File: config.mk
export PLATFORM = sky130hd
export DESIGN_NAME = instr_encoder
export DESIGN_NICKNAME = d
export VERILOG_FILES = /design/src/rtl/rv32i_pkg.sv /design/src/rtl/imm_pack.sv /design/src/rtl/instr_encoder.sv
export SDC_FILE = /design/constraint.sdc
export NUM_CORES = 1
export LEC_CHECK = 0
export CELL_PAD_IN_SITES_DETAIL_PLACEMENT = 1
export CELL_PAD_IN_SITES_GLOBAL_PLACEMENT = 2
export CORE_MARGIN = 1.5
export CORE_UTILIZATION = 26
export CTS_CLUSTER_SIZE = 24
export DETAILED_ROUTE_END_ITERATION = 10
export GPL_TIMING_DRIVEN = 0
export PLACE_DENSITY = 0.72
export SETUP_SLACK_MARGIN = 0.15
export SLEW_MARGIN = 20
export SYNTH_ARGS = -nofsm -noshare
export SYNTH_HDL_FRONTEND = slang
export SYNTH_SLANG_ARGS = --single-unit
File: constraint.sdc
create_clock -name clk -period 1.73 [get_ports clk]
set_clock_uncertainty 0.05 [all_clocks]
set_input_delay 0.2595 -clock clk [delete_from_list [all_inputs] [get_ports clk]]
set_output_delay 0.2595 -clock clk [all_outputs]
set_load 0.01 [all_outputs]
File: src/rtl/rv32i_pkg.sv
// Shared RV32I definitions: widths, major opcodes and the immediate format tags.
package rv32i_pkg;

    localparam int XLEN = 32;
    localparam int ILEN = 32;

    localparam logic [6:0] OPCODE_OP_IMM = 7'b0010011;
    localparam logic [6:0] OPCODE_LOAD   = 7'b0000011;
    localparam logic [6:0] OPCODE_JALR   = 7'b1100111;
    localparam logic [6:0] OPCODE_S_TYPE = 7'b0100011;
    localparam logic [6:0] OPCODE_B_TYPE = 7'b1100011;
    localparam logic [6:0] OPCODE_LUI    = 7'b0110111;
    localparam logic [6:0] OPCODE_AUIPC  = 7'b0010111;
    localparam logic [6:0] OPCODE_J_TYPE = 7'b1101111;

    typedef enum logic [2:0] {
        FMT_I_ALU  = 3'd0,
        FMT_I_LD   = 3'd1,
        FMT_I_JALR = 3'd2,
        FMT_S      = 3'd3,
        FMT_B      = 3'd4,
        FMT_LUI    = 3'd5,
        FMT_AUIPC  = 3'd6,
        FMT_J      = 3'd7
    } imm_fmt_t;

    // Major opcode emitted for each immediate format.
    function automatic logic [6:0] fmt_opcode(input imm_fmt_t fmt);
        logic [6:0] opc;
        case (fmt)
            FMT_I_ALU:  opc = OPCODE_OP_IMM;
            FMT_I_LD:   opc = OPCODE_LOAD;
            FMT_I_JALR: opc = OPCODE_JALR;
            FMT_S:      opc = OPCODE_S_TYPE;
            FMT_B:      opc = OPCODE_B_TYPE;
            FMT_LUI:    opc = OPCODE_LUI;
            FMT_AUIPC:  opc = OPCODE_AUIPC;
            FMT_J:      opc = OPCODE_J_TYPE;
            default:    opc = 7'd0;
        endcase
        return opc;
    endfunction

endpackage

File: src/rtl/imm_pack.sv
// Combinational field packer: scatters a full-width immediate into the
// instruction word for the given format and flags unrepresentable values.
module imm_pack
    import rv32i_pkg::*;
(
    input  imm_fmt_t         fmt,
    input  logic [4:0]       rd,
    input  logic [4:0]       rs1,
    input  logic [4:0]       rs2,
    input  logic [2:0]       funct3,
    input  logic [XLEN-1:0]  imm,
    output logic [ILEN-1:0]  instr,
    output logic             err
);

    // A value fits a signed N-bit field when every bit from N-1 upward agrees.
    logic fits_12;
    logic fits_13;
    logic fits_21;
    logic [6:0] opc;

    assign fits_12 = (&imm[31:11]) | ~(|imm[31:11]);
    assign fits_13 = (&imm[31:12]) | ~(|imm[31:12]);
    assign fits_21 = (&imm[31:20]) | ~(|imm[31:20]);
    assign opc     = fmt_opcode(fmt);

    // Format-dependent packing; the truncated encoding is produced even on err.
    always_comb begin
        instr = '0;
        err   = 1'b0;
        case (fmt)
            FMT_I_ALU, FMT_I_LD, FMT_I_JALR: begin
                instr = {imm[11:0], rs1, funct3, rd, opc};
                err   = ~fits_12;
            end
            FMT_S: begin
                instr = {imm[11:5], rs2, rs1, funct3, imm[4:0], opc};
                err   = ~fits_12;
            end
            FMT_B: begin
                instr = {imm[12], imm[10:5], rs2, rs1, funct3, imm[4:1], imm[11], opc};
                err   = ~fits_13 | imm[0];
            end
            FMT_LUI, FMT_AUIPC: begin
                instr = {imm[31:12], rd, opc};
                err   = |imm[11:0];
            end
            FMT_J: begin
                instr = {imm[20], imm[10:1], imm[11], imm[19:12], rd, opc};
                err   = ~fits_21 | imm[0];
            end
            default: begin
                instr = '0;
                err   = 1'b1;
            end
        endcase
    end

endmodule

File: src/rtl/instr_encoder.sv
// Two-stage valid/ready instruction encoder with saturating ok/error counters.
module instr_encoder
    import rv32i_pkg::*;
#(
    parameter int CNT_W = 16
) (
    input  logic              clk,
    input  logic              rst,
    input  logic              in_valid,
    output logic              in_ready,
    input  logic [2:0]        in_fmt,
    input  logic [4:0]        in_rd,
    input  logic [4:0]        in_rs1,
    input  logic [4:0]        in_rs2,
    input  logic [2:0]        in_funct3,
    input  logic [XLEN-1:0]   in_imm,
    output logic              out_valid,
    input  logic              out_ready,
    output logic [ILEN-1:0]   out_instr,
    output logic              out_err,
    output logic [CNT_W-1:0]  cnt_ok,
    output logic [CNT_W-1:0]  cnt_err
);

    logic             s1_valid_reg;
    imm_fmt_t         s1_fmt_reg;
    logic [4:0]       s1_rd_reg;
    logic [4:0]       s1_rs1_reg;
    logic [4:0]       s1_rs2_reg;
    logic [2:0]       s1_funct3_reg;
    logic [XLEN-1:0]  s1_imm_reg;

    logic             s2_valid_reg;
    logic [ILEN-1:0]  s2_instr_reg;
    logic             s2_err_reg;

    logic [ILEN-1:0]  pack_instr;
    logic             pack_err;
    logic             s2_load;
    logic             in_fire;
    logic             out_fire;

    // S2 can take a new word when empty or when its current word leaves now.
    assign out_fire = s2_valid_reg & out_ready;
    assign s2_load  = ~s2_valid_reg | out_fire;
    assign in_ready = ~s1_valid_reg | s2_load;
    assign in_fire  = in_valid & in_ready;

    imm_pack u_pack (
        .fmt    (s1_fmt_reg),
        .rd     (s1_rd_reg),
        .rs1    (s1_rs1_reg),
        .rs2    (s1_rs2_reg),
        .funct3 (s1_funct3_reg),
        .imm    (s1_imm_reg),
        .instr  (pack_instr),
        .err    (pack_err)
    );

    // Stage 1: capture the request; empties when its entry moves into S2.
    always_ff @(posedge clk) begin
        if (rst) begin
            s1_valid_reg  <= 1'b0;
            s1_fmt_reg    <= FMT_I_ALU;
            s1_rd_reg     <= '0;
            s1_rs1_reg    <= '0;
            s1_rs2_reg    <= '0;
            s1_funct3_reg <= '0;
            s1_imm_reg    <= '0;
        end else if (in_fire) begin
            s1_valid_reg  <= 1'b1;
            s1_fmt_reg    <= imm_fmt_t'(in_fmt);
            s1_rd_reg     <= in_rd;
            s1_rs1_reg    <= in_rs1;
            s1_rs2_reg    <= in_rs2;
            s1_funct3_reg <= in_funct3;
            s1_imm_reg    <= in_imm;
        end else if (s2_load) begin
            s1_valid_reg  <= 1'b0;
        end
    end

    // Stage 2: hold the encoded word steady until the consumer takes it.
    always_ff @(posedge clk) begin
        if (rst) begin
            s2_valid_reg <= 1'b0;
            s2_instr_reg <= '0;
            s2_err_reg   <= 1'b0;
        end else if (s2_load) begin
            s2_valid_reg <= s1_valid_reg;
            if (s1_valid_reg) begin
                s2_instr_reg <= pack_instr;
                s2_err_reg   <= pack_err;
            end
        end
    end

    assign out_valid = s2_valid_reg;
    assign out_instr = s2_instr_reg;
    assign out_err   = s2_err_reg;

    // Index 0 counts clean words, index 1 flagged words; both stick at all-ones.
    genvar gi;
    generate
        for (gi = 0; gi < 2; gi++) begin : g_cnt
            logic [CNT_W-1:0] cnt_reg;
            logic             hit;

            assign hit = out_fire & (s2_err_reg == 1'(gi));

            // Saturating increment on each matching output handshake.
            always_ff @(posedge clk) begin
                if (rst) begin
                    cnt_reg <= '0;
                end else if (hit && !(&cnt_reg)) begin
                    cnt_reg <= cnt_reg + 1'b1;
                end
            end
        end
    endgenerate

    assign cnt_ok  = g_cnt[0].cnt_reg;
    assign cnt_err = g_cnt[1].cnt_reg;

endmodule

Word level (Yosys, flattened, before mapping)
Memory sizes are Yosys's and may differ from the RTL's. A register that Yosys moved wholly into a read port is not among the register bits.
Cells that the tools add are included.
{"block": "classes", "addsub": 2, "mul": 0, "div": 0, "n_lt_le_gt_ge": 0, "eq_ne": 7, "shift": 0, "n_mux": 6, "n_bitwise": 20, "n_reduce_logical": 19}
{"cell": "one-hot mux 32 bit (5 select lines)", "n": 1}
{"cell": "adder 16 x 1 -> 16 bit (second input constant)", "n": 2}
{"cell": "AND reduction 16 bit", "n": 2}
{"cell": "OR reduction 12 bit", "n": 2}
{"cell": "AND reduction 21 bit", "n": 1}
{"cell": "OR reduction 21 bit", "n": 1}
{"cell": "AND reduction 20 bit", "n": 1}
{"cell": "OR reduction 20 bit", "n": 1}
{"cell": "equality test 3 bit (second input constant)", "n": 4}
{"cell": "AND reduction 12 bit", "n": 1}
{"cell": "NOT 1 bit", "n": 9}
{"cell": "bitwise OR 1 bit", "n": 7}
{"cell": "equality test 3 x 2 -> 1 bit (second input constant)", "n": 2}
{"cell": "2-to-1 mux 3 bit", "n": 2}
{"cell": "bitwise AND 1 bit", "n": 4}
{"cell": "one-hot mux 1 bit (4 select lines)", "n": 1}
{"cell": "OR reduction 4 bit", "n": 1}
{"cell": "equality test 3 x 1 -> 1 bit (second input constant)", "n": 1}
{"cell": "logical NOT 3 bit", "n": 1}
{"cell": "OR reduction 3 bit", "n": 1}
{"cell": "logical AND 1 bit", "n": 2}
{"cell": "logical NOT 1 bit", "n": 2}
{"cell": "2-to-1 mux 1 bit", "n": 2}
{"cell": "AND reduction 2 bit", "n": 1}
{"cell": "other kinds (2)", "n": 2}
{"block": "totals", "register_bits": 120, "latchBits": 0, "ram_bits": 0, "mem_bits_ro": 40, "output_inout_bits": 67, "word_cells": 67, "memories": 1}
{"memory": "(no name shown)", "words": 8, "width": 5, "read_ports": 1, "rd_ports_with_merged_regs": 1, "write_ports": 0, "line_no": "rv32i_pkg.sv:30", "rtl": "case (fmt)"}

Logic depth before layout (Yosys ltp)
{"block": "depth", "ltp_word": 6, "mapped_depth": 9}

Modules after synthesis
A second synthesis with hierarchy kept.
{"block": "hier_totals", "cells_unflattened": 684, "hier_area_um2": 5372.7}
{"mod": "instr_encoder", "n_inst": 1, "cells_each": 573, "area_per_inst_um2": 4591.9, "seq_area_each_um2": 2402.3}
{"mod": "imm_pack", "n_inst": 1, "cells_each": 111, "area_per_inst_um2": 780.7, "seq_area_each_um2": 0.0}

Worst setup path after synthesis
OpenSTA, ideal clock, no wires.
{"block": "synth_timing", "kind": "register to register", "startpoint": "reg s2_valid_reg (netlist: out_valid)", "endpoint": "reg, netlist name u_pack.opc[4]", "setup_ps": 121, "t_arrival_ps": 1815, "t_required_ps": 1559, "slack_ps": -256, "path_stages_with_launch": 8, "cell_sequence": "dfxtp_1 nand3b_1 nand2_1 nand2_1 a21oi_1 inv_1 ha_1 mux2_2"}
{"block": "synth_between", "elab_chain_cells": 6}
{"item": "start: declaration", "line_no": "instr_encoder.sv:33", "rtl": "logic s2_valid_reg;"}
{"item": "start signal: assignment", "line_no": "instr_encoder.sv:90", "rtl": "s2_valid_reg <= s1_valid_reg;"}
{"item": "bitwise AND 1 bit or NOT 1 bit (tied branches)", "line_no": "instr_encoder.sv:44, instr_encoder.sv:45"}
{"item": "bitwise OR 1 bit (*)", "line_no": "instr_encoder.sv:45", "rtl": "assign s2_load = ~s2_valid_reg | out_fire;"}
{"item": "bitwise OR 1 bit (*)", "line_no": "instr_encoder.sv:46", "rtl": "assign in_ready = ~s1_valid_reg | s2_load;"}
{"item": "net in_ready", "line_no": "instr_encoder.sv:10", "rtl": "output logic in_ready,"}
{"item": "bitwise AND 1 bit (*)", "line_no": "instr_encoder.sv:47", "rtl": "assign in_fire = in_valid & in_ready;"}
{"item": "2-to-1 mux 3 bit (no source line) (*) (2 in series)"}
Mark *: on every way through the listed nets, which the timed path passes. The rest lies on a longest branch.
A chain may end at the register's enable or synchronous reset.

Worst setup path in the final report
{"block": "layout_timing", "startpoint": "reg s2_valid_reg (netlist: out_valid)", "endpoint": "reg g_cnt[0].cnt_reg[11] (netlist: cnt_ok[11])"}
{"block": "layout_between", "elab_chain_cells": 3}
{"item": "bitwise AND 1 bit", "line_no": "instr_encoder.sv:44", "rtl": "assign out_fire = s2_valid_reg & out_ready;"}
{"item": "bitwise AND 1 bit", "line_no": "instr_encoder.sv:109", "rtl": "assign hit = out_fire & (s2_err_reg == 1'(gi));"}
{"item": "logical AND 1 bit", "line_no": "instr_encoder.sv:115", "rtl": "end else if (hit && !(&cnt_reg)) begin"}
{"item": "end signal: assignment", "line_no": "instr_encoder.sv:116", "rtl": "cnt_reg <= cnt_reg + 1'b1;"}
{"item": "end: declaration", "line_no": "instr_encoder.sv:106", "rtl": "logic [CNT_W-1:0] cnt_reg;"}
Every way passes these cells.

==> impl_results.md <==
- RSZ-0062 raised after global routing: true
- DRT met1 WL: between 8000 and 9000 microns
- Cell variety after synth: between 50 and 60
- Slew HR: between 50% and 60%
- Met3 routed WL: 705 microns
- Syn Inst Count: 642
- Final period utilization: 106%
- Area grow syn2layout: 65.8%
- CORE AREA: 20200 sq um
- Global-route wire length before repair: around 31000 microns
- Crit path DAT: 2.13 ns
- Syn nets: 704
- Layout cells sized above 1: 32.2%
- Vias per Instance: about 4.9
- Crit path launch type: flop
- H-tree depth: 4
- CTS tree: done
- Fraction of registers with async set/reset: 0%
- Post-synth EDFFs: 0
- Pin count of the biggest net entering global routing: 17
- Critical path fanouts, max: 6
- Inserted Clock Buffers: 17
- Pint: 0.00564 W
- GR Overflow Total: 0
- Top Layer Used: met4
- Non-Filler Instances: 1120
- Clock transition at path regs: 0.06 ns
- FILL cells: 2316
- Final ANT Viol Nets: 0
- Fin. max-slew vios: 0
- Worst hold path class: in -> reg
- Worst-Margin Slew: 0.674 ns
- Maximum clock path buffer count: 2
- Root cell of the clock tree: clkbuf_16
- Synth Register Bits: between 100 and 150
- Row count: 52
- Yosys warning count: 0
- Met2 routed WL: 10400 microns
- Fin worst setup slack: -0.102 ns
- Leak: between 3 and 4 nW
- Failing checks: negative setup slack
- Gate power share: approximately an eighth
- Syn_area_per_cell: 8.32 sq um
- Initial antenna violation count: 0
- Final WL: approximately 20000 microns
- Die Y-Extent: about 150 microns
- Number of global-route vias before repair: 5636
- CP required: a little over 2 ns
- Detailed Routing Iterations Pass 1: 4
- Final min period: 1.83 ns
- Final RePlAce weighted congestion: 0.800
- Wire length per cell: around 18 microns
- Seq pwr share: 41.2%
- Initial drt markers: 202
- Max-cap violation count: 0
- Placed insts: 1035
- Clock power share: 45.6%
- Pwr dens: 851 nW/um^2
- Critical path endpoint category: flop
- HPWL Detailed: 13700 microns
- Hold slack: 0.344 ns
- Worst-Skew Late Latency: between 0.4 and 0.5 ns
- Setup violators final: 13
- Largest register FFs: 32
- Crit Path Category: reg -> reg
- Switch share: 25.1%
- Total number of vias: 5483
- Clk sink count: 124
- All-Layer GR Usage: between 10% and 20%
- Ant. Diodes: 0
- Ys flop type: dfxtp_1
- Sequential share of the synthesized area: 46.5%
- PortBufs: 123
- Initial Util: between 20% and 30%
- Mapped Area: 5340 sq um
- Outcome: complete, but fails checks
- Fmax: 0.546 GHz
- Peak supply drop: 0.000593 V
- # IOs: 124
- Net Switching: about 0.0019 W
- Die Width: 146 microns
- Nets: 899
- Hold Vio Cnt, Final: 0
- Remaining DRCs: 0
- Die area: 21400 sq um
-- routing by layer --
layer  global-route usage (%)  vias up
met1                     22.7     2702
met4                     5.15        0
li1                         -     2655
met3                     3.69       14
met5                        0        -
met2                     32.2      112
-- layout make-up --
class / count / area (sq um) / share of cell area (%)
multi-input combinational: 469 / 3340 / 37.7
sequential: 124 / 2560 / 28.9
timing repair buffer: 177 / 1720 / 19.4
clock buffer: 26 / 510 / 5.77
tap: 270 / 338 / 3.82
buffer: 38 / 295 / 3.34
clock inverter: 6 / 57.6 / 0.650
inverter: 10 / 40.0 / 0.452
-- synthesized netlist by cell type (all sizes together), types with 2 or more instances --
cell type    n  area (sq um)
nand2      135           512
dfxtp      124          2480
a21oi       79           403
nor2        55           206
clkbuf      32           131
a211oi      27           203
mux2i       23           230
o21ai       13          80.1
nand3       12          60.1
nand4       12          75.1
and3        11          71.3
nor4        11          68.8
or3         11          68.8
inv         10          37.5
xor2        10          87.6
xnor2        9          78.8
buf          7          42.5
ha           5          62.6
nor3         5          25.0
o211ai       5          37.5
and2         4          25.0
mux2         4          45.0
o221ai       4          35.0
or4          4          30.0
and4         3          27.5
nand3b       3          22.5
o31ai        3          22.5
a31oi        2          12.5
and3b        2          17.5
nand2b       2          12.5
o2111ai      2          17.5
-- power by group through the flow --
stage          Combinational [W]  Clock [W]  Sequential [W]
2_1_floorplan           0.000374          0         0.00314
3_3_place_gp            0.000753          0         0.00316
3_5_place_dp            0.000773          0         0.00316
5_1_grt                  0.00108    0.00366         0.00312
6_report                0.000994    0.00344         0.00310
4_1_cts                 0.000856    0.00348         0.00311
-- critical path: stages, from the launching register on --
cell and delay [ns]:
dfxtp_4 0.37, buf_6 0.10, nand3b_1 0.13, nor3_2 0.30
o311ai_4 0.17, buf_4 0.19, or3_4 0.33, a21oi_2 0.13
-- cell usage in the layout (no fill, tap or decap), drive strengths merged, types with 5 or more instances in the layout --
cell type,count
buf,66
nand2,135
mux2i,23
nor2,55
nand3,12
nor3,5
or3,11
clkbuf,54
dfxtp,124
dlygate4sd2,67
clkdlybuf4s50,54
nand4,12
xnor2,9
and3,11
inv,10
a211oi,27
ha,5
xor2,10
o21ai,13
nor4,11
o211ai,5
a21oi,79
-- worst paths after layout --
kind | startpoint | end | slack, ns | depth (start not counted)
setup / recovery | out_valid | cnt_ok[11] | -0.10 | 7
hold / removal | in_imm[3] | s1_imm_reg[3] | 0.34 | 3
setup reg to reg | out_valid | cnt_ok[11] | -0.10 | 7
hold reg to reg | u_pack.opc[2] | out_instr[2] | 0.40 | 2
-- kinds of logic after synthesis --
kind of cell             Yosys count  synth area share (%)
AND/OR/NAND/NOR                  276                  23.7
AO/OA/AOI/OAI                    142                  16.4
flip-flops                       124                  46.5
buffers and inverters             49                  3.96
multiplexers                      27                  5.16
XOR/XNOR                          19                  3.12
adder cells (fa/ha/maj)            5                  1.17
-- per-stage QoR --
stage	TNS (ns)	setup slack, ns	utilization [%]	cell area [sq um]	total power (W)
3_5_place_dp	-69.09	-0.879	34.8	7030	0.00394
5_1_grt	-2.96	-0.181	43.9	8850	0.00786
4_1_cts	-0.252	-0.0617	40.5	8160	0.00745
2_1_floorplan	-0.107	-0.0888	-	5460	0.00351
3_3_place_gp	-62.78	-0.765	34.8	7030	0.00391
6_report	-0.629	-0.102	43.9	8850	0.00753
-- repair_timing --
| action | CTS | global route |
|---|---|---|
| pin swaps | 37 | 36 |
| hold buffers | 0 | 0 |
| hold endpoints to repair | 0 | 0 |
| setup endpoints to repair | 188 | 113 |
| gates resized for setup | 201 | 131 |
| setup buffers | 30 | 19 |
| gates cloned | 1 | 4 |
No activity file was read; power rests on OpenSTA's default activity.
